[src/rtl/dmm_multi_port_manager_if.sv]
// dmm_multi_port_manager_if
//   Bundles the core-side DMM request ports and the allocator API port of
//   dmm_multi_port_manager.
//   slave  : view taken by the manager (client requests and allocator
//            responses in; completions and allocator commands out)
//   master : view taken by the environment (cores plus allocator)
//   Per-channel 32-bit fields are packed, channel k at [32k+31:32k].
interface dmm_multi_port_manager_if #(
   parameter int NUM_CH = 2
);
   logic                  stall_i;
   logic [NUM_CH-1:0]     alloc_req_i;
   logic [NUM_CH-1:0]     realloc_i;
   logic [32*NUM_CH-1:0]  size_i;
   logic [32*NUM_CH-1:0]  realloc_addr_i;
   logic [NUM_CH-1:0]     free_req_i;
   logic [32*NUM_CH-1:0]  free_addr_i;
   logic [NUM_CH-1:0]     alloc_done_o;
   logic [31:0]           alloc_addr_o;
   logic [NUM_CH-1:0]     free_ack_o;
   logic                  free_full_o;
   logic                  busy_o;
   logic                  alc_alloc_req_o;
   logic                  alc_realloc_req_o;
   logic [31:0]           alc_size_o;
   logic [31:0]           alc_realloc_addr_o;
   logic                  alc_free_req_o;
   logic [31:0]           alc_free_addr_o;
   logic                  alc_idle_i;
   logic                  alc_alloc_done_i;
   logic [31:0]           alc_alloc_addr_i;
   logic                  alc_free_done_i;

   modport slave (
      input  stall_i, alloc_req_i, realloc_i, size_i, realloc_addr_i,
             free_req_i, free_addr_i,
             alc_idle_i, alc_alloc_done_i, alc_alloc_addr_i, alc_free_done_i,
      output alloc_done_o, alloc_addr_o, free_ack_o, free_full_o, busy_o,
             alc_alloc_req_o, alc_realloc_req_o, alc_size_o, alc_realloc_addr_o,
             alc_free_req_o, alc_free_addr_o
   );

   modport master (
      output stall_i, alloc_req_i, realloc_i, size_i, realloc_addr_i,
             free_req_i, free_addr_i,
             alc_idle_i, alc_alloc_done_i, alc_alloc_addr_i, alc_free_done_i,
      input  alloc_done_o, alloc_addr_o, free_ack_o, free_full_o, busy_o,
             alc_alloc_req_o, alc_realloc_req_o, alc_size_o, alc_realloc_addr_o,
             alc_free_req_o, alc_free_addr_o
   );
endinterface

[src/rtl/dmm_multi_port_manager.sv]
// dmm_multi_port_manager
//   Multi-client front end for the hardware dynamic memory allocator.
//   Round-robin arbitrates allocate/reallocate requests from NUM_CH cores,
//   queues frees in a FREE_DEPTH-entry FIFO, issues one operation at a time
//   to the allocator and routes each result back to its owning channel.
//
//   Ports
//     clk  : clock
//     rst  : asynchronous, active-low reset
//     bus  : dmm_multi_port_manager_if.slave (core request ports, allocator
//            API port, stall_i, status outputs)
//
//   Build option
//     DMM_FREE_PRIORITY_EN : when defined, queued frees always drain before
//                            any allocate; otherwise alloc and free alternate
//                            whenever both are pending.
//
//   state       | meaning
//   ------------+-------------------------------------------------------
//   IDLE        | no operation in flight; picks next alloc or free
//   ALLOC_ISSUE | one-cycle alloc/realloc pulse to the allocator
//   ALLOC_WAIT  | waiting for alc_alloc_done_i
//   FREE_ISSUE  | one-cycle free pulse (head already popped)
//   FREE_WAIT   | waiting for alc_free_done_i
module dmm_multi_port_manager #(
   parameter int NUM_CH     = 2,
   parameter int FREE_DEPTH = 8
) (
   input logic                     clk,
   input logic                     rst,
   dmm_multi_port_manager_if.slave bus
);
   localparam int CHW = (NUM_CH > 1) ? $clog2(NUM_CH) : 1;
   localparam int AW  = $clog2(FREE_DEPTH);
   localparam int CW  = AW + 1;

   typedef enum logic [2:0] {
      IDLE, ALLOC_ISSUE, ALLOC_WAIT, FREE_ISSUE, FREE_WAIT
   } state_t;

   state_t            state_q, state_d;
   logic [CHW-1:0]    rr_alloc_q, rr_free_q, owner_q;
   logic [NUM_CH-1:0] alloc_done_q, free_ack_q;
   logic [31:0]       alloc_addr_q, size_q, realloc_addr_q, free_addr_q;
   logic              realloc_q;
   logic [31:0]       fifo_mem [FREE_DEPTH];
   logic [AW-1:0]     wr_ptr_q, rd_ptr_q;
   logic [CW-1:0]     count_q;

   logic [NUM_CH-1:0] free_cand, alloc_cand;
   logic [CHW:0]      free_pick, alloc_pick;
   logic              free_hit, alloc_hit, fifo_ne, push, pop;
   logic [CHW-1:0]    free_idx, alloc_idx;
   logic [31:0]       free_gnt_addr, gnt_size, gnt_raddr;
   logic              gnt_realloc, zero_size, take_alloc, take_free;

   // Returns {hit, index}: first set bit of cand searched from ptr upward.
   function automatic logic [CHW:0] rr_pick(input logic [NUM_CH-1:0] cand,
                                            input logic [CHW-1:0]    ptr);
      logic [CHW:0] res;
      res = '0;
      for (int i = NUM_CH - 1; i >= 0; i--) begin
         int idx;
         idx = (int'(ptr) + i) % NUM_CH;
         if (cand[idx]) res = {1'b1, CHW'(idx)};
      end
      return res;
   endfunction

   function automatic logic [CHW-1:0] rr_next(input logic [CHW-1:0] idx);
      return CHW'((int'(idx) + 1) % NUM_CH);
   endfunction

   // Channels pulsed this cycle are masked so a still-high level request is
   // not granted twice.
   always_comb begin
      free_cand  = (count_q < CW'(FREE_DEPTH)) ? (bus.free_req_i & ~free_ack_q) : '0;
      alloc_cand = bus.alloc_req_i & ~alloc_done_q;
      free_pick  = rr_pick(free_cand, rr_free_q);
      alloc_pick = rr_pick(alloc_cand, rr_alloc_q);
      free_hit   = free_pick[CHW];
      free_idx   = free_pick[CHW-1:0];
      alloc_hit  = alloc_pick[CHW];
      alloc_idx  = alloc_pick[CHW-1:0];
      free_gnt_addr = bus.free_addr_i[int'(free_idx)*32 +: 32];
      gnt_size      = bus.size_i[int'(alloc_idx)*32 +: 32];
      gnt_raddr     = bus.realloc_addr_i[int'(alloc_idx)*32 +: 32];
      gnt_realloc   = bus.realloc_i[alloc_idx];
      zero_size     = !gnt_realloc && (gnt_size == 32'd0);
      fifo_ne       = (count_q != '0);
      push          = free_hit && (free_gnt_addr != 32'd0);
   end

`ifndef DMM_FREE_PRIORITY_EN
   logic pref_alloc_q;
   logic both_pend;
`endif

   always_comb begin
      state_d    = state_q;
      take_alloc = 1'b0;
      take_free  = 1'b0;
`ifndef DMM_FREE_PRIORITY_EN
      both_pend  = 1'b0;
`endif
      case (state_q)
         IDLE: begin
            if (bus.alc_idle_i && !bus.stall_i) begin
`ifdef DMM_FREE_PRIORITY_EN
               if (fifo_ne)        take_free  = 1'b1;
               else if (alloc_hit) take_alloc = 1'b1;
`else
               both_pend = fifo_ne && alloc_hit;
               if (both_pend) begin
                  take_alloc = pref_alloc_q;
                  take_free  = !pref_alloc_q;
               end else begin
                  take_free  = fifo_ne;
                  take_alloc = alloc_hit;
               end
`endif
               // A zero-size plain allocate completes locally and stays in IDLE.
               if (take_free)                      state_d = FREE_ISSUE;
               else if (take_alloc && !zero_size) state_d = ALLOC_ISSUE;
            end
         end
         ALLOC_ISSUE: state_d = ALLOC_WAIT;
         ALLOC_WAIT:  if (bus.alc_alloc_done_i) state_d = IDLE;
         FREE_ISSUE:  state_d = FREE_WAIT;
         FREE_WAIT:   if (bus.alc_free_done_i) state_d = IDLE;
         default:     state_d = IDLE;
      endcase
   end

   assign pop = take_free;

   always_ff @(posedge clk or negedge rst) begin
      if (!rst) state_q <= IDLE;
      else      state_q <= state_d;
   end

`ifndef DMM_FREE_PRIORITY_EN
   always_ff @(posedge clk or negedge rst) begin
      if (!rst)           pref_alloc_q <= 1'b0;
      else if (both_pend) pref_alloc_q <= take_free;
   end
`endif

   always_ff @(posedge clk or negedge rst) begin
      if (!rst) begin
         rr_alloc_q     <= '0;
         owner_q        <= '0;
         size_q         <= '0;
         realloc_addr_q <= '0;
         realloc_q      <= 1'b0;
         alloc_done_q   <= '0;
         alloc_addr_q   <= '0;
         free_addr_q    <= '0;
      end else begin
         alloc_done_q <= '0;
         alloc_addr_q <= '0;
         if (take_alloc) begin
            rr_alloc_q <= rr_next(alloc_idx);
            owner_q    <= alloc_idx;
            if (zero_size) begin
               alloc_done_q[alloc_idx] <= 1'b1;
            end else begin
               size_q         <= gnt_size;
               realloc_addr_q <= gnt_raddr;
               // Reallocating a null block is just an allocate.
               realloc_q      <= gnt_realloc && (gnt_raddr != 32'd0);
            end
         end
         if (state_q == ALLOC_WAIT && bus.alc_alloc_done_i) begin
            alloc_done_q[owner_q] <= 1'b1;
            alloc_addr_q          <= bus.alc_alloc_addr_i;
         end
         if (take_free) free_addr_q <= fifo_mem[rd_ptr_q];
      end
   end

   always_ff @(posedge clk or negedge rst) begin
      if (!rst) begin
         rr_free_q  <= '0;
         free_ack_q <= '0;
         wr_ptr_q   <= '0;
         rd_ptr_q   <= '0;
         count_q    <= '0;
      end else begin
         free_ack_q <= '0;
         if (free_hit) begin
            free_ack_q[free_idx] <= 1'b1;
            rr_free_q            <= rr_next(free_idx);
         end
         if (push) wr_ptr_q <= wr_ptr_q + 1'b1;
         if (pop)  rd_ptr_q <= rd_ptr_q + 1'b1;
         count_q <= count_q + CW'(push) - CW'(pop);
      end
   end

   always_ff @(posedge clk) begin
      if (push) fifo_mem[wr_ptr_q] <= free_gnt_addr;
   end

   assign bus.alloc_done_o       = alloc_done_q;
   assign bus.alloc_addr_o       = alloc_addr_q;
   assign bus.free_ack_o         = free_ack_q;
   assign bus.free_full_o        = (count_q == CW'(FREE_DEPTH));
   assign bus.busy_o             = (state_q != IDLE) || fifo_ne;
   assign bus.alc_alloc_req_o    = (state_q == ALLOC_ISSUE) && !realloc_q;
   assign bus.alc_realloc_req_o  = (state_q == ALLOC_ISSUE) && realloc_q;
   assign bus.alc_size_o         = size_q;
   assign bus.alc_realloc_addr_o = realloc_addr_q;
   assign bus.alc_free_req_o     = (state_q == FREE_ISSUE);
   assign bus.alc_free_addr_o    = free_addr_q;
endmodule
[src/flat_wrapper.sv]
// flat-port wrapper written by rule: the top's interface ports become plain ports
module dmm_multi_port_manager_flat 
#(
   parameter int NUM_CH     = 2,
   parameter int FREE_DEPTH = 8
)
  (clk, rst, bus_stall_i, bus_alloc_req_i, bus_realloc_i, bus_size_i, bus_realloc_addr_i, bus_free_req_i, bus_free_addr_i, bus_alc_idle_i, bus_alc_alloc_done_i, bus_alc_alloc_addr_i, bus_alc_free_done_i, bus_alloc_done_o, bus_alloc_addr_o, bus_free_ack_o, bus_free_full_o, bus_busy_o, bus_alc_alloc_req_o, bus_alc_realloc_req_o, bus_alc_size_o, bus_alc_realloc_addr_o, bus_alc_free_req_o, bus_alc_free_addr_o);
  dmm_multi_port_manager_if #(.NUM_CH(NUM_CH)) bus_i ();
  input logic clk;
  input logic rst;
  input wire logic [$bits(bus_i.stall_i)-1:0] bus_stall_i;
  input wire logic [$bits(bus_i.alloc_req_i)-1:0] bus_alloc_req_i;
  input wire logic [$bits(bus_i.realloc_i)-1:0] bus_realloc_i;
  input wire logic [$bits(bus_i.size_i)-1:0] bus_size_i;
  input wire logic [$bits(bus_i.realloc_addr_i)-1:0] bus_realloc_addr_i;
  input wire logic [$bits(bus_i.free_req_i)-1:0] bus_free_req_i;
  input wire logic [$bits(bus_i.free_addr_i)-1:0] bus_free_addr_i;
  input wire logic [$bits(bus_i.alc_idle_i)-1:0] bus_alc_idle_i;
  input wire logic [$bits(bus_i.alc_alloc_done_i)-1:0] bus_alc_alloc_done_i;
  input wire logic [$bits(bus_i.alc_alloc_addr_i)-1:0] bus_alc_alloc_addr_i;
  input wire logic [$bits(bus_i.alc_free_done_i)-1:0] bus_alc_free_done_i;
  output wire logic [$bits(bus_i.alloc_done_o)-1:0] bus_alloc_done_o;
  output wire logic [$bits(bus_i.alloc_addr_o)-1:0] bus_alloc_addr_o;
  output wire logic [$bits(bus_i.free_ack_o)-1:0] bus_free_ack_o;
  output wire logic [$bits(bus_i.free_full_o)-1:0] bus_free_full_o;
  output wire logic [$bits(bus_i.busy_o)-1:0] bus_busy_o;
  output wire logic [$bits(bus_i.alc_alloc_req_o)-1:0] bus_alc_alloc_req_o;
  output wire logic [$bits(bus_i.alc_realloc_req_o)-1:0] bus_alc_realloc_req_o;
  output wire logic [$bits(bus_i.alc_size_o)-1:0] bus_alc_size_o;
  output wire logic [$bits(bus_i.alc_realloc_addr_o)-1:0] bus_alc_realloc_addr_o;
  output wire logic [$bits(bus_i.alc_free_req_o)-1:0] bus_alc_free_req_o;
  output wire logic [$bits(bus_i.alc_free_addr_o)-1:0] bus_alc_free_addr_o;
  assign bus_i.stall_i = bus_stall_i;
  assign bus_i.alloc_req_i = bus_alloc_req_i;
  assign bus_i.realloc_i = bus_realloc_i;
  assign bus_i.size_i = bus_size_i;
  assign bus_i.realloc_addr_i = bus_realloc_addr_i;
  assign bus_i.free_req_i = bus_free_req_i;
  assign bus_i.free_addr_i = bus_free_addr_i;
  assign bus_i.alc_idle_i = bus_alc_idle_i;
  assign bus_i.alc_alloc_done_i = bus_alc_alloc_done_i;
  assign bus_i.alc_alloc_addr_i = bus_alc_alloc_addr_i;
  assign bus_i.alc_free_done_i = bus_alc_free_done_i;
  assign bus_alloc_done_o = bus_i.alloc_done_o;
  assign bus_alloc_addr_o = bus_i.alloc_addr_o;
  assign bus_free_ack_o = bus_i.free_ack_o;
  assign bus_free_full_o = bus_i.free_full_o;
  assign bus_busy_o = bus_i.busy_o;
  assign bus_alc_alloc_req_o = bus_i.alc_alloc_req_o;
  assign bus_alc_realloc_req_o = bus_i.alc_realloc_req_o;
  assign bus_alc_size_o = bus_i.alc_size_o;
  assign bus_alc_realloc_addr_o = bus_i.alc_realloc_addr_o;
  assign bus_alc_free_req_o = bus_i.alc_free_req_o;
  assign bus_alc_free_addr_o = bus_i.alc_free_addr_o;
  dmm_multi_port_manager #(.NUM_CH(NUM_CH), .FREE_DEPTH(FREE_DEPTH)) u_core (.clk(clk), .rst(rst), .bus(bus_i));
endmodule
[config.mk]
export PLATFORM = sky130hd
export DESIGN_NAME = dmm_multi_port_manager_flat
export DESIGN_NICKNAME = d
export VERILOG_FILES = /design/src/rtl/dmm_multi_port_manager_if.sv /design/src/rtl/dmm_multi_port_manager.sv /design/src/flat_wrapper.sv
export SDC_FILE = /design/constraint.sdc
export NUM_CORES = 1
export LEC_CHECK = 0
export BUFFER_PORTS_ARGS = -buffer_cell sky130_fd_sc_hd__buf_4
export CORE_MARGIN = 3
export CORE_UTILIZATION = 54
export DETAILED_ROUTE_END_ITERATION = 8
export PLACE_DENSITY = 0.84
export SETUP_SLACK_MARGIN = 0.1
export SLEW_MARGIN = 20
export SYNTH_ARGS = -nofsm -noshare
export SYNTH_HDL_FRONTEND = slang
export SYNTH_SLANG_ARGS = --single-unit
[constraint.sdc]
create_clock -name clk -period 6.8 [get_ports clk]
set_input_delay 1.02 -clock clk [delete_from_list [all_inputs] [get_ports clk]]
set_output_delay 1.02 -clock clk [all_outputs]
set_load 0.1 [all_outputs]
# [After elaboration in Yosys (flattened, before gate mapping)]
# Memory sizes are Yosys's and may differ from the RTL's. A register that Yosys moved wholly into a read port is not among the register bits.
# Index checks and enable logic that the tools add are counted.
[totals] register_bits=118 mem_bits_rw=256 out_inout_bits=137 elab_cells=129 mem_count=1
[op_classes] addsub=8 order_cmp=11 n_eq_ne=9 shifts=3 n_mux=48 bitwise=8 reduce_logical=27
[mem_list] memory="u_core.fifo_mem" depth=8 width=32 read_ports=1 rd_ports_with_merged_regs=1 write_ports=1 line_no="dmm_multi_port_manager.sv:46" source="logic [31:0] fifo_mem [FREE_DEPTH];"
[op_table] cell="64-bit by 7-bit indexed part select with 32-bit output" n=3
[op_table] cell="32-bit nonzero test" n=2
[op_table] cell="32-bit zero test" n=1
[op_table] cell="32-bit 2-to-1 mux" n=1
[op_table] cell="1-bit 2-to-1 mux" n=29
[op_table] cell="2-bit 2-to-1 mux" n=9
[op_table] cell="3-bit 2-to-1 mux" n=5
[op_table] cell="3-bit case mux with 5 select lines" n=1
[op_table] cell="1-bit logical AND" n=12
[op_table] cell="1-bit by 2-bit less-than comparator with 1-bit output, second input constant" n=5
[op_table] cell="3-bit by 1-bit adder with 3-bit output, second input constant" n=2
[op_table] cell="3-bit by 2-bit equality test with 1-bit output, second input constant" n=2
[op_table] cell="1-bit zero test" n=6
[op_table] cell="2-bit by 3-bit less-than comparator with 1-bit output, second input constant" n=2
[op_table] cell="1-bit adder, second input constant" n=4
[op_table] cell="4-bit by 1-bit adder with 4-bit output" n=1
[op_table] cell="2-bit AND" n=2
[op_table] cell="4-bit equality test, second input constant" n=1
[op_table] cell="4-bit less-than comparator, second input constant" n=1
[op_table] cell="2-bit inequality test, second input constant" n=2
[op_table] cell="2-bit inverter" n=2
[op_table] cell="4-bit AND reduction" n=1
[op_table] cell="4-bit nonzero test" n=1
[op_table] cell="4-bit by 1-bit subtractor with 4-bit output" n=1
[op_table] cell="other kinds (13)" n=18

# [Depth between registers and ports, before layout]
[depth] depth_word=17 ltp_mapped=13 ltp_nobuf=10

# [Worst setup path before layout]
# No wires, ideal clock.
[synth_path] path_kind="input port to flip-flop" startpoint="in bus_free_req_i[0]" endpoint="mem u_core.fifo_mem[1][0] (enable)" setup_time_ps=502 t_arrival_ps=5244 slack_ps=1053 stages=6 n_path_buf=1 path_cell_list="nor3b_1 nor3_2 nor3_1 nor3_1 buf_2 nor4bb_1"
[synth_via] elab_chain_cells=12
[synth_lines] item="start: declaration" line_no="flat_wrapper.sv:16" source="input wire logic [$bits(bus_i.free_req_i)-1:0] bus_free_req_i;"
[synth_lines] item="2-bit AND (*)" line_no="dmm_multi_port_manager.sv:77" source="free_cand = (count_q < CW'(FREE_DEPTH)) ? (bus.free_req_i & ~free_ack_q) : '0;"
[synth_lines] item="2-bit 2-to-1 mux (*)" line_no="dmm_multi_port_manager.sv:77"
[synth_lines] item="1-bit 2-to-1 mux (not written as such) (3 in a row)" line_no="dmm_multi_port_manager.sv:65" source="if (cand[idx]) res = {1'b1, CHW'(idx)};"
[synth_lines] item="2-bit 2-to-1 mux" line_no="dmm_multi_port_manager.sv:65"
[synth_lines] item="2-bit 2-to-1 mux (*)" line_no="dmm_multi_port_manager.sv:65"
[synth_lines] item="64-bit by 7-bit indexed part select with 32-bit output" line_no="dmm_multi_port_manager.sv:85" source="free_gnt_addr = bus.free_addr_i[int'(free_idx)*32 +: 32];"
[synth_lines] item="32-bit nonzero test" line_no="dmm_multi_port_manager.sv:91" source="push = free_hit && (free_gnt_addr != 32'd0);"
[synth_lines] item="1-bit logical AND (*)" line_no="dmm_multi_port_manager.sv:91"
[synth_lines] item="net u_core.push" line_no="dmm_multi_port_manager.sv:52" source="logic free_hit, alloc_hit, fifo_ne, push, pop;"
[synth_lines] item="1-bit 2-to-1 mux (*)" line_no="dmm_multi_port_manager.sv:202" source="if (push) fifo_mem[wr_ptr_q] <= free_gnt_addr;"
[synth_lines] item="1-bit 2-to-1 mux (not written as such) (*)" line_no="dmm_multi_port_manager.sv:202"
[synth_lines] item="end: declaration" line_no="dmm_multi_port_manager.sv:46"
# Mark *: on every way through the listed nets, which the timed path passes. The rest lies on a longest branch. The select of a mux whose other input is x is not followed.

# [Worst setup path in the final report]
[layout_path] startpoint="in bus_free_req_i[0]" endpoint="mem u_core.fifo_mem[6][7] (enable)"
[layout_via] elab_chain_cells=12
[layout_lines] item="2-bit AND (*)" line_no="dmm_multi_port_manager.sv:77"
[layout_lines] item="2-bit 2-to-1 mux (*)" line_no="dmm_multi_port_manager.sv:77"
[layout_lines] item="1-bit 2-to-1 mux (not written as such) (3 in a row)" line_no="dmm_multi_port_manager.sv:65"
[layout_lines] item="2-bit 2-to-1 mux" line_no="dmm_multi_port_manager.sv:65"
[layout_lines] item="2-bit 2-to-1 mux (*)" line_no="dmm_multi_port_manager.sv:65"
[layout_lines] item="64-bit by 7-bit indexed part select with 32-bit output" line_no="dmm_multi_port_manager.sv:85"
[layout_lines] item="32-bit nonzero test" line_no="dmm_multi_port_manager.sv:91"
[layout_lines] item="1-bit logical AND (*)" line_no="dmm_multi_port_manager.sv:91"
[layout_lines] item="1-bit 2-to-1 mux (*)" line_no="dmm_multi_port_manager.sv:202"
[layout_lines] item="1-bit 2-to-1 mux (not written as such) (*)" line_no="dmm_multi_port_manager.sv:202"
# Mark *: on every way between the ends. The rest lies on a longest branch, timed or not. The select of a mux whose other input is x is not followed.

==> results.cfg <==
[run_status]
status = finished clean

[sta]
setup_viol = 0
fin_tns_setup_ns = 0
tightest_slew_ns = 1.14
fin_crit_ns = 3.83
finClkSkew_ns = 0.0238
clock.fmax_mhz = 261
rsz0062_at_grt = false
finalCritPeriodShare = 0.563
slew_viol_final = 0
hold_violations = 0
slew_headroom = 0.240

[clock_tree]
cts_max_level = 2
cts_setup_buffers = 0
cts_hold_buf = 0
cts_tree = built
cts_buffers = 41
clk_pin_slew_ns = 0.06
worstSkewPairLatency_ns = 0.55
root_buffer = clkbuf_16
ctsResizeCount = 0
clockBufferDepth = 3
cts_sinks = 406

[yosys]
synthCells = 967
syn_avg_cell_area_sq_um = 17.6
synth_edf_count = 256
ys_seq_area_frac = 0.672
ys_warn_count = 0
ys_seq_elements = 406
syn_nets = 1212
synthesis.area_sq_um = 17000
async_flop_share = 0.369
synthFlopType = edfxtp_1
ys_types = 52

[final_layout]
drive_gt1_frac = 0.498
seq_area_sq_um = 11400
n_fill_cell = 1902
nets = 1597
utilization = 0.705
multi_input_area_sq_um = 5390
areaGrowthSynthToFinish_pct = 27.7

[placement]
gp_congestion = 0.882
dp_hpwl_um = 32200
io_buffers = 372

[global_routing]
grt.total_usage = 0.277
grt.busiest_layer = met2
gr-total-overflow = 0
grt_first_pass_wirelength_um = 69100
grt_pass1_vias = 11051
grt_max_degree = 80
grt_util_met1 = 0.346
grt.met2_usage = 0.480
antenna_found_initial = 4
grtUsageMet3 = 0.0542

[route]
drc = 0
viasPerCell = 5.95
firstDrtPassIters = 5
first_iter_violations = 789
routed_wirelength_um = 47700
wl_per_cell_um = 26.7
via_count = 10623
drtAntennaViolNets = 0

[floorplanning]
io_pins = 373
rows = 64
die_h_um = 184
core_sq_um = 30800
initial_core_util = 0.552
die_area_sq_um = 33700
die_w_um = 184

[critical_path]
r2r_end = u_core.fifo_mem[6][7]$_DFFE_PP_
start_kind = input port
cp.required_ns = 7.01
r2r_start = u_core.bus.free_ack_o[1]$_DFF_PN0_
worstPathMaxFanout = 36
ff2ff_setup_slack_ns = 3.09
crit_arrival_ns = 4.03
end_kind = flip-flop
rr_worst_depth = 7
critical_path_class = input port to flip-flop
crit_start = bus_free_req_i[0]

[pwr]
intPower_mw = 6.23
p_total_mw = 11.2
clockPowerShare = 0.209
seq_power_share = 0.331
swShare = 0.446
switchingPower_mw = 5.01
power_density_nw_per_um2 = 517
p_comb_frac = 0.459
p_leak_nw = 8.67
ir_drop_mv = 0.403

[hold_path]
worstHoldStart = u_core.owner_q$_DFFE_PN0P_
holdPathEnd = u_core.bus.alloc_done_o[0]$_DFF_PN0_
holdCritPathClass = flip-flop to flip-flop
holdPathStages = 1

[run]
maxCapViolCount = 0
[layer usage]
metal | share of wire | vias up | routed length (um)
li1 | - | 4573 | -
met1 | 0.36 | 5386 | 17200
met2 | 0.52 | 555 | 24600
met3 | 0.083 | 109 | 3950
met4 | 0.040 | 0 | 1900
met5 | 0 | - | 0
[power by group through the flow]
stage | sequential (mW) | combinational [mW] | clock (mW)
6_report | 3.72 | 5.16 | 2.35
5_1_grt | 3.78 | 5.34 | 2.49
4_1_cts | 3.72 | 5.18 | 2.39
3_5_place_dp | 3.75 | 5.14 | 0
3_3_place_gp | 3.72 | 5.08 | 0
2_1_floorplan | 5.87 | 1.70 | 0
[cell usage after synthesis, types with 2 or more instances]
master,count,share of area
and4_1,4,0.0021
and2_1,32,0.012
dfrtp_1,150,0.22
mux2_2,108,0.071
clkbuf_1,24,0.0053
nor4bb_1,4,0.0024
inv_1,12,0.0026
nand2b_1,5,0.0018
buf_6,6,0.0040
and3_1,4,0.0015
or4_1,2,0.00088
mux2_1,5,0.0033
nor3_1,6,0.0018
xnor2_1,3,0.0015
edfxtp_1,256,0.45
o211ai_1,3,0.0013
nor2_1,38,0.0084
a21oi_1,36,0.011
and4b_1,3,0.0018
and3b_1,2,0.0010
nor4b_1,2,0.0010
mux2_4,50,0.044
ha_1,8,0.0059
nor4_1,46,0.017
buf_2,12,0.0035
o21a_1,2,0.00088
mux2i_1,33,0.019
buf_1,5,0.0011
nand4_1,7,0.0026
xor2_1,4,0.0021
o21ai_0,3,0.00088
mux4_2,64,0.085
nand2_1,7,0.0015
nand3_1,2,0.00059
a211oi_1,2,0.00088
[cell usage in the layout (no fill, tap or decap), types with 7 or more instances in the layout]
cell         n
mux2_2     108
edfxtp_1   256
mux2_4      50
buf_4      387
nand2_1      7
and2_1      32
clkbuf_8     8
dfrtp_1    147
nor2_1      37
nand4_1      7
mux4_2      64
a21oi_1     36
clkbuf_1     9
ha_1         8
mux2i_1     33
inv_1       12
clkbuf_16   41
nor4_1      46
[worst max path at each step]
stage                     slack (ns)  cells past startpoint                                to
final                           2.97                      8   u_core.fifo_mem[6][7]$_DFFE_PP_
after global routing            2.79                      8   u_core.fifo_mem[2][7]$_DFFE_PP_
after CTS                       2.32                      8  u_core.fifo_mem[1][24]$_DFFE_PP_
after detailed placement        1.97                      8  u_core.fifo_mem[1][29]$_DFFE_PP_
after global placement          2.20                      8  u_core.fifo_mem[1][27]$_DFFE_PP_
after floorplan                 1.05                      6   u_core.fifo_mem[1][0]$_DFFE_PP_
[sequential cells by signal, indices dropped and copies added, names as in the netlist, 2 cells and up]
register,cells
u_core.bus.free_ack_o,2
u_core.bus.alc_size_o,32
u_core.count_q,4
u_core.rd_ptr_q,3
u_core.wr_ptr_q,3
u_core.bus.alloc_addr_o,32
u_core.fifo_mem,256
u_core.bus.alloc_done_o,2
u_core.bus.alc_free_addr_o,32
u_core.state_q,3
u_core.bus.alc_realloc_addr_o,32
[logic make-up after synthesis]
family / after synthesis / synth area share
compound gates: 56 / 0.0191
buf+inv: 59 / 0.0165
flops: 406 / 0.672
simple gates: 170 / 0.0589
fa+ha+maj: 9 / 0.00705
xor+xnor: 7 / 0.00360
mux: 260 / 0.223
[worst max-delay path, stage by stage]
cell,delay [ns]
buf_4,0.09
nor3b_1,0.32
nor3_4,0.05
buf_4,0.29
and3_1,0.25
nor3_2,0.57
and4b_1,0.98
buf_4,0.44
[area by class of cell]
class	count	share of cell area
antenna	4	0.000460
clock buffer	59	0.0542
clock inverter	17	0.0114
inverter	12	0.00207
multi-input combinational	502	0.248
sequential	406	0.527
tap	396	0.0228
timing repair buffer	389	0.135
[stage by stage]
step	hold slack [ns]	cells	cell area [sq um]	setup slack, ns
2_1_floorplan	0.428	967	17000	1.05
3_3_place_gp	0.438	1704	20300	2.20
3_5_place_dp	0.443	1704	20300	1.97
4_1_cts	0.453	1780	21700	2.32
5_1_grt	0.473	1785	21700	2.79
6_report	0.455	1785	21700	2.97
(Power assumes the default switching activity.)
